==> src/rtl/uart_tx_arbiter_if.sv <==
// Handshake bundle between the byte-stream requesters, the arbiter and the
// UART TX core. The arbiter takes the slave view; the producers and the core
// together take the master view.
interface uart_tx_arbiter_if #(
  parameter int NUM_REQ = 4
);
  logic [NUM_REQ-1:0]   reqValid;
  logic [8*NUM_REQ-1:0] reqData;
  logic [NUM_REQ-1:0]   reqLast;
  logic [NUM_REQ-1:0]   reqReady;
  logic [7:0]           txData;
  logic                 txValid;
  logic                 txBusy;
  logic [NUM_REQ-1:0]   grant;

  modport master (
    output reqValid, reqData, reqLast, txBusy,
    input  reqReady, txData, txValid, grant
  );

  modport slave (
    input  reqValid, reqData, reqLast, txBusy,
    output reqReady, txData, txValid, grant
  );
endinterface

==> src/rtl/uart_tx_arbiter.sv <==
// uart_tx_arbiter: shares one UART transmitter among NUM_REQ byte streams.
// Round-robin grant, locked to the winner until reqLast or MAX_BURST bytes.
// Optional FETCH stall timeout: define UART_TX_ARB_TIMEOUT_EN.
//
// state | meaning
// IDLE  | no owner; pick next requester round-robin from rrPtr
// FETCH | owner k holds the grant; reqReady[k] follows reqValid[k]
// SEND  | holdBuf on txData with txValid=1 until the core takes it
// WAIT  | core busy with the byte; then release or fetch the next byte
module uart_tx_arbiter #(
  parameter int NUM_REQ        = 4,
  parameter int MAX_BURST      = 16,
  parameter int TIMEOUT_CYCLES = 255
) (
  input  logic            clk,
  input  logic            reset,
  uart_tx_arbiter_if.slave bus
);

  localparam int PW = (NUM_REQ > 1) ? $clog2(NUM_REQ) : 1;
  localparam int BW = (MAX_BURST > 0) ? $clog2(MAX_BURST + 1) : 1;
  localparam logic [NUM_REQ-1:0] GRANT_ONE = {{(NUM_REQ-1){1'b0}}, 1'b1};

  typedef enum logic [1:0] {
    IDLE  = 2'd0,
    FETCH = 2'd1,
    SEND  = 2'd2,
    WAIT  = 2'd3
  } state_t;

  state_t             state;
  logic [NUM_REQ-1:0] grantQ;
  logic [PW-1:0]      owner;
  logic [PW-1:0]      rrPtr;
  logic [BW-1:0]      burstCnt;
  logic [7:0]         holdBuf;
  logic               holdLast;
  logic               txValidQ;

  logic               found;
  logic [PW-1:0]      winIdx;
  logic [PW-1:0]      cand;
  logic               ownerValid;
  logic [7:0]         ownerData;
  logic               ownerLast;
  logic               burstDone;
  logic [PW-1:0]      nextPtr;

`ifdef UART_TX_ARB_TIMEOUT_EN
  localparam int TW = (TIMEOUT_CYCLES > 0) ? $clog2(TIMEOUT_CYCLES + 1) : 1;
  logic [TW-1:0] stallCnt;
  logic          stallExpire;
  // the expiring cycle is the TIMEOUT_CYCLES-th stalled one, so compare one early
  assign stallExpire = (stallCnt == TW'(TIMEOUT_CYCLES - 1));
`else
  logic unused_timeout;
  assign unused_timeout = (TIMEOUT_CYCLES != 0);
`endif

  // Round-robin search: first valid requester at or after rrPtr, with wrap.
  always_comb begin
    found  = 1'b0;
    winIdx = '0;
    cand   = '0;
    for (int off = 0; off < NUM_REQ; off++) begin
      cand = PW'((int'(rrPtr) + off) % NUM_REQ);
      if (!found && bus.reqValid[cand]) begin
        found  = 1'b1;
        winIdx = cand;
      end
    end
  end

  assign ownerValid = bus.reqValid[owner];
  assign ownerData  = bus.reqData[{owner, 3'b000} +: 8];
  assign ownerLast  = bus.reqLast[owner];
  assign burstDone  = (MAX_BURST != 0) && (burstCnt == BW'(MAX_BURST));
  assign nextPtr    = (owner == PW'(NUM_REQ - 1)) ? '0 : owner + PW'(1);

  // Only the owner sees ready, and only while a byte is being fetched.
  assign bus.reqReady = (state == FETCH) ? (grantQ & bus.reqValid) : '0;
  assign bus.grant    = grantQ;
  assign bus.txValid  = txValidQ;
  assign bus.txData   = holdBuf;

  // Arbitration and byte-forwarding state machine with registered outputs.
  always_ff @(posedge clk or posedge reset) begin
    if (reset) begin
      state    <= IDLE;
      grantQ   <= '0;
      owner    <= '0;
      rrPtr    <= '0;
      burstCnt <= '0;
      holdBuf  <= '0;
      holdLast <= 1'b0;
      txValidQ <= 1'b0;
`ifdef UART_TX_ARB_TIMEOUT_EN
      stallCnt <= '0;
`endif
    end else begin
      case (state)
        IDLE: begin
          if (found) begin
            grantQ   <= GRANT_ONE << winIdx;
            owner    <= winIdx;
            burstCnt <= '0;
            state    <= FETCH;
`ifdef UART_TX_ARB_TIMEOUT_EN
            stallCnt <= '0;
`endif
          end
        end

        FETCH: begin
          if (ownerValid) begin
            holdBuf  <= ownerData;
            holdLast <= ownerLast;
            if (MAX_BURST != 0) burstCnt <= burstCnt + BW'(1);
            txValidQ <= 1'b1;
            state    <= SEND;
`ifdef UART_TX_ARB_TIMEOUT_EN
            stallCnt <= '0;
`endif
          end
`ifdef UART_TX_ARB_TIMEOUT_EN
          else if (stallExpire) begin
            grantQ   <= '0;
            rrPtr    <= nextPtr;
            stallCnt <= '0;
            state    <= IDLE;
          end else begin
            stallCnt <= stallCnt + TW'(1);
          end
`endif
        end

        SEND: begin
          // txData stays put while the core is still busy with a previous byte
          if (!bus.txBusy) begin
            txValidQ <= 1'b0;
            state    <= WAIT;
          end
        end

        WAIT: begin
          if (!bus.txBusy) begin
            if (holdLast || burstDone) begin
              grantQ <= '0;
              rrPtr  <= nextPtr;
              state  <= IDLE;
            end else begin
              state <= FETCH;
`ifdef UART_TX_ARB_TIMEOUT_EN
              stallCnt <= '0;
`endif
            end
          end
        end

        default: state <= IDLE;
      endcase
    end
  end

endmodule

==> src/flat_wrapper.sv <==
// flat-port wrapper written by rule: the top's interface ports become plain ports
module uart_tx_arbiter_flat 
#(
  parameter int NUM_REQ        = 4,
  parameter int MAX_BURST      = 16,
  parameter int TIMEOUT_CYCLES = 255
)
  (clk, reset, bus_reqValid, bus_reqData, bus_reqLast, bus_txBusy, bus_reqReady, bus_txData, bus_txValid, bus_grant);
  uart_tx_arbiter_if #(.NUM_REQ(NUM_REQ)) bus_i ();
  input  logic clk;
  input  logic reset;
  input wire logic [$bits(bus_i.reqValid)-1:0] bus_reqValid;
  input wire logic [$bits(bus_i.reqData)-1:0] bus_reqData;
  input wire logic [$bits(bus_i.reqLast)-1:0] bus_reqLast;
  input wire logic [$bits(bus_i.txBusy)-1:0] bus_txBusy;
  output wire logic [$bits(bus_i.reqReady)-1:0] bus_reqReady;
  output wire logic [$bits(bus_i.txData)-1:0] bus_txData;
  output wire logic [$bits(bus_i.txValid)-1:0] bus_txValid;
  output wire logic [$bits(bus_i.grant)-1:0] bus_grant;
  assign bus_i.reqValid = bus_reqValid;
  assign bus_i.reqData = bus_reqData;
  assign bus_i.reqLast = bus_reqLast;
  assign bus_i.txBusy = bus_txBusy;
  assign bus_reqReady = bus_i.reqReady;
  assign bus_txData = bus_i.txData;
  assign bus_txValid = bus_i.txValid;
  assign bus_grant = bus_i.grant;
  uart_tx_arbiter #(.NUM_REQ(NUM_REQ), .MAX_BURST(MAX_BURST), .TIMEOUT_CYCLES(TIMEOUT_CYCLES)) u_core (.clk(clk), .reset(reset), .bus(bus_i));
endmodule
==> config.mk <==
export PLATFORM = sky130hd
export DESIGN_NAME = uart_tx_arbiter_flat
export DESIGN_NICKNAME = d
export VERILOG_FILES = /design/src/rtl/uart_tx_arbiter_if.sv /design/src/rtl/uart_tx_arbiter.sv /design/src/flat_wrapper.sv
export SDC_FILE = /design/constraint.sdc
export NUM_CORES = 1
export LEC_CHECK = 0
export BUFFER_PORTS_ARGS = -buffer_cell sky130_fd_sc_hd__buf_2
export CAP_MARGIN = 10
export CORE_ASPECT_RATIO = 1.75
export CORE_UTILIZATION = 50
export CTS_CLUSTER_SIZE = 10
export DETAILED_ROUTE_END_ITERATION = 6
export PLACE_DENSITY = 0.81
export SLEW_MARGIN = 40
export SYNTH_ARGS = -nofsm -noshare
export SYNTH_HDL_FRONTEND = slang
export SYNTH_SLANG_ARGS = --single-unit
==> constraint.sdc <==
create_clock -name clk -period 2.8 [get_ports clk]
set_input_delay 0.28 -clock clk [delete_from_list [all_inputs] [get_ports clk]]
set_output_delay 0.28 -clock clk [all_outputs]
set_load 0.01 [all_outputs]
==> metrics.txt <==
drt drc 0; Yosys cell types 31; first-pass GRT wire length roughly 6 mm; delay-heaviest family, CP simple AND/OR/NAND/NOR gates; fin cells about 230; fraction of layout instances using a drive strength above 1 between 40 and 50%; status finished, final reports clean; Final Slew Violations 0; pre-CTS setup slack between 0.7 and 0.8 ns; final setup TNS 0 ns; pin count of the biggest net entering global routing 26; Longest Clk Path Bufs 2; Post-Syn Area approximately 1600 µm²; # IOs 60; commonest cells after routing, fill and taps aside buf_2, dfrtp_1, o31ai_1, mux2_2; grt ovf 0; Arr. time, crit path roughly 2.2 ns; net count after synthesis around 190; worst relative slew slack 51.0%; worst path buffer plus inverter count 2; Crit path required time ~2.9 ns; min-delay worst type input pin to asynchronous set/reset pin; Seq/Total Area, Yosys roughly two fifths; most common cell after layout, fill and taps aside buf_2; pwr/cell area 941 nW/µm²; endpoints failing setup 0; starting DRC count in detailed routing 47; TritonCTS clock tree built; DIE AREA between 3000 and 4000 µm²; worst setup path category flip-flop to flip-flop; f_max just under 0.5 GHz; row count 26; die height 75.9 µm; maxcap violations 0; DPL Wire Length roughly 2.9 mm; Max VDD drop approximately 0.56 mV; antenna violation net count after detailed routing 0; Core Util, Final about two thirds; core area between 2000 and 3000 µm²; Initial Util between 50% and 60%; Critical Path Start u_core.state[1]$_DFFE_PP0P_; GRT Util Overall between 20% and 30%; RSZ-0062 raised after global routing no; PortBufs 59; fin crit period 2.03 ns; NumNets Final about 250; clk root buf clkbuf_8; fillers ~240; DR WL/cell ~16 µm; # diodes 0; via count between 1000 and 1500; final clock skew 0.00592 ns; PostCTS Resize Cnt 0; clk slew on worst S/H paths around 0.090 ns; Slew @ Worst Pin 0.733 ns; Die Wd between 40 and 50 µm; antenna violations before repair 0; worst reg2reg startpoint u_core.state[1]$_DFFE_PP0P_; Leak between 0.0009 and 0.001 µW; number of global-route vias before repair approximately 1400; Cells after DPL approximately 220; Synth Register Bits 25; CTS sink count 25; cells after synthesis approximately 140; Setup crit start kind flip-flop; worst-path cell chain inv_1, ha_1, inv_1, nor2_1, or3_1, o31ai_1; Crit Path Max Fanout 13; P&R area growth vs syn 23.5%; routability congestion estimate roughly 0.80; Hold WS 0.0344 ns; Final Hold Vio Count 0; syn_area_per_cell ~11 µm²; Synth Warn # 0; Pre-Repair DR Iteration Count 5; Post-CTS Setup Inserts 0; Clock H-tree levels 1; critical path endpoint category flip-flop; Largest stage delay, worst path ~0.57 ns; CTS Buf Count 3; crit path max-delay cell type nor2_1; CP dominant cell by count inv_1; crit share post-route between 70 and 80%; WL final between 3 and 4 mm; clk_lat worst skew roughly 0.27 ns; Post-CTS Hold Buffers 0; setup slack, reg-to-reg around 0.77 ns; worst setup margin approximately 0.77 ns; DR vias/cell between 6 and 7
-- worst register-to-register path: stages (launching register included) --
cell,delay [ns]
dfrtp_1,0.45
inv_1,0.12
ha_1,0.29
inv_1,0.09
nor2_1,0.57
or3_1,0.27
o31ai_1,0.10
-- routing by layer --
| layer | share of wire, % | wire (µm) | track usage (%) | up-vias |
|---|---|---|---|---|
| met3 | 5.8 | 210 | 3.32 | 13 |
| met5 | 0 | 0 | 0 | - |
| met4 | 3.1 | 110 | 12.5 | 0 |
| met2 | 55 | 1970 | 42.8 | 72 |
| met1 | 36 | 1300 | 25.2 | 669 |
| li1 | - | - | - | 644 |
-- layout make-up --
class,count,area (µm²),share of cell area [%]
Timing Repair Buffer,60,303,15.7
Inverter,10,37.5,1.95
Sequential cell,25,626,32.5
Tap cell,28,35.0,1.82
Multi-Input combinational cell,98,880,45.7
Clock buffer,4,45.0,2.34
-- cells in the mapped netlist --
cell	instances	area, µm²
o31ai_1	14	105
dfrtp_1	25	626
nor2_1	2	7.51
o22a_1	1	8.76
nor3b_1	1	7.51
mux2i_2	1	13.8
clkbuf_1	2	7.51
nand2b_1	3	18.8
and4bb_2	1	12.5
ha_1	7	87.6
o41ai_1	1	8.76
o311ai_0	1	8.76
buf_1	1	3.75
mux2i_1	1	10.0
or4_1	3	22.5
mux4_2	10	225
o21a_1	1	7.51
a21boi_1	2	15.0
mux2_2	11	124
nand3_1	4	20.0
buf_2	1	5.00
o22ai_1	2	12.5
o21ai_0	10	50.1
o21bai_1	1	7.51
o221ai_1	1	8.76
and3_1	4	25.0
inv_1	10	37.5
a21oi_1	4	20.0
nand2_1	9	33.8
nor2b_1	1	6.26
or3_1	2	12.5
-- state kept, by name, summed over array words and instances, names as in the netlist --
signal	flops
u_core.burstCnt	5
u_core.bus.txValid	1
u_core.rrPtr	2
u_core.state	2
u_core.owner	2
u_core.bus.txData	8
u_core.bus.grant	4
u_core.holdLast	1
-- where the power goes --
group          total (µW)  switching [µW]  internal, µW
registers             654             140           514
logic                 944             480           464
clock network         214             112           102
total                1810             732          1080
-- kinds of logic (layout without fill, tap and decap cells) --
logic type | Yosys count | after routing | synth area share, %
buffers and inverters | 14 | 74 | 3.45
adder cells (fa/ha/maj) | 7 | 7 | 5.62
AO/OA/AOI/OAI | 38 | 38 | 16.2
multiplexers | 23 | 23 | 23.9
AND/OR/NAND/NOR | 30 | 30 | 10.7
flip-flops | 25 | 25 | 40.1
-- per-stage QoR --
step,area (µm²),total power (µW)
6_report,1930,1810
3_5_place_dp,1880,1600
4_1_cts,1930,1820
3_3_place_gp,1880,1530
2_1_floorplan,1560,1310
5_1_grt,1930,1960
-- final timing paths --
kind | end | cells past startpoint
worst max-delay path | u_core.bus.grant[1]$_DFFE_PP0P_ | 6
worst min-delay path | u_core.bus.txData[0]$_DFFE_PP0P_ | 2
worst max register to register | u_core.bus.grant[1]$_DFFE_PP0P_ | 6
worst min register to register | u_core.bus.txData[2]$_DFFE_PP0P_ | 1
max in group asynchronous | u_core.bus.grant[2]$_DFFE_PP0P_ | 2
min in group clk | u_core.bus.txValid$_DFFE_PP0P_ | 3
(Power assumes the default switching activity.)
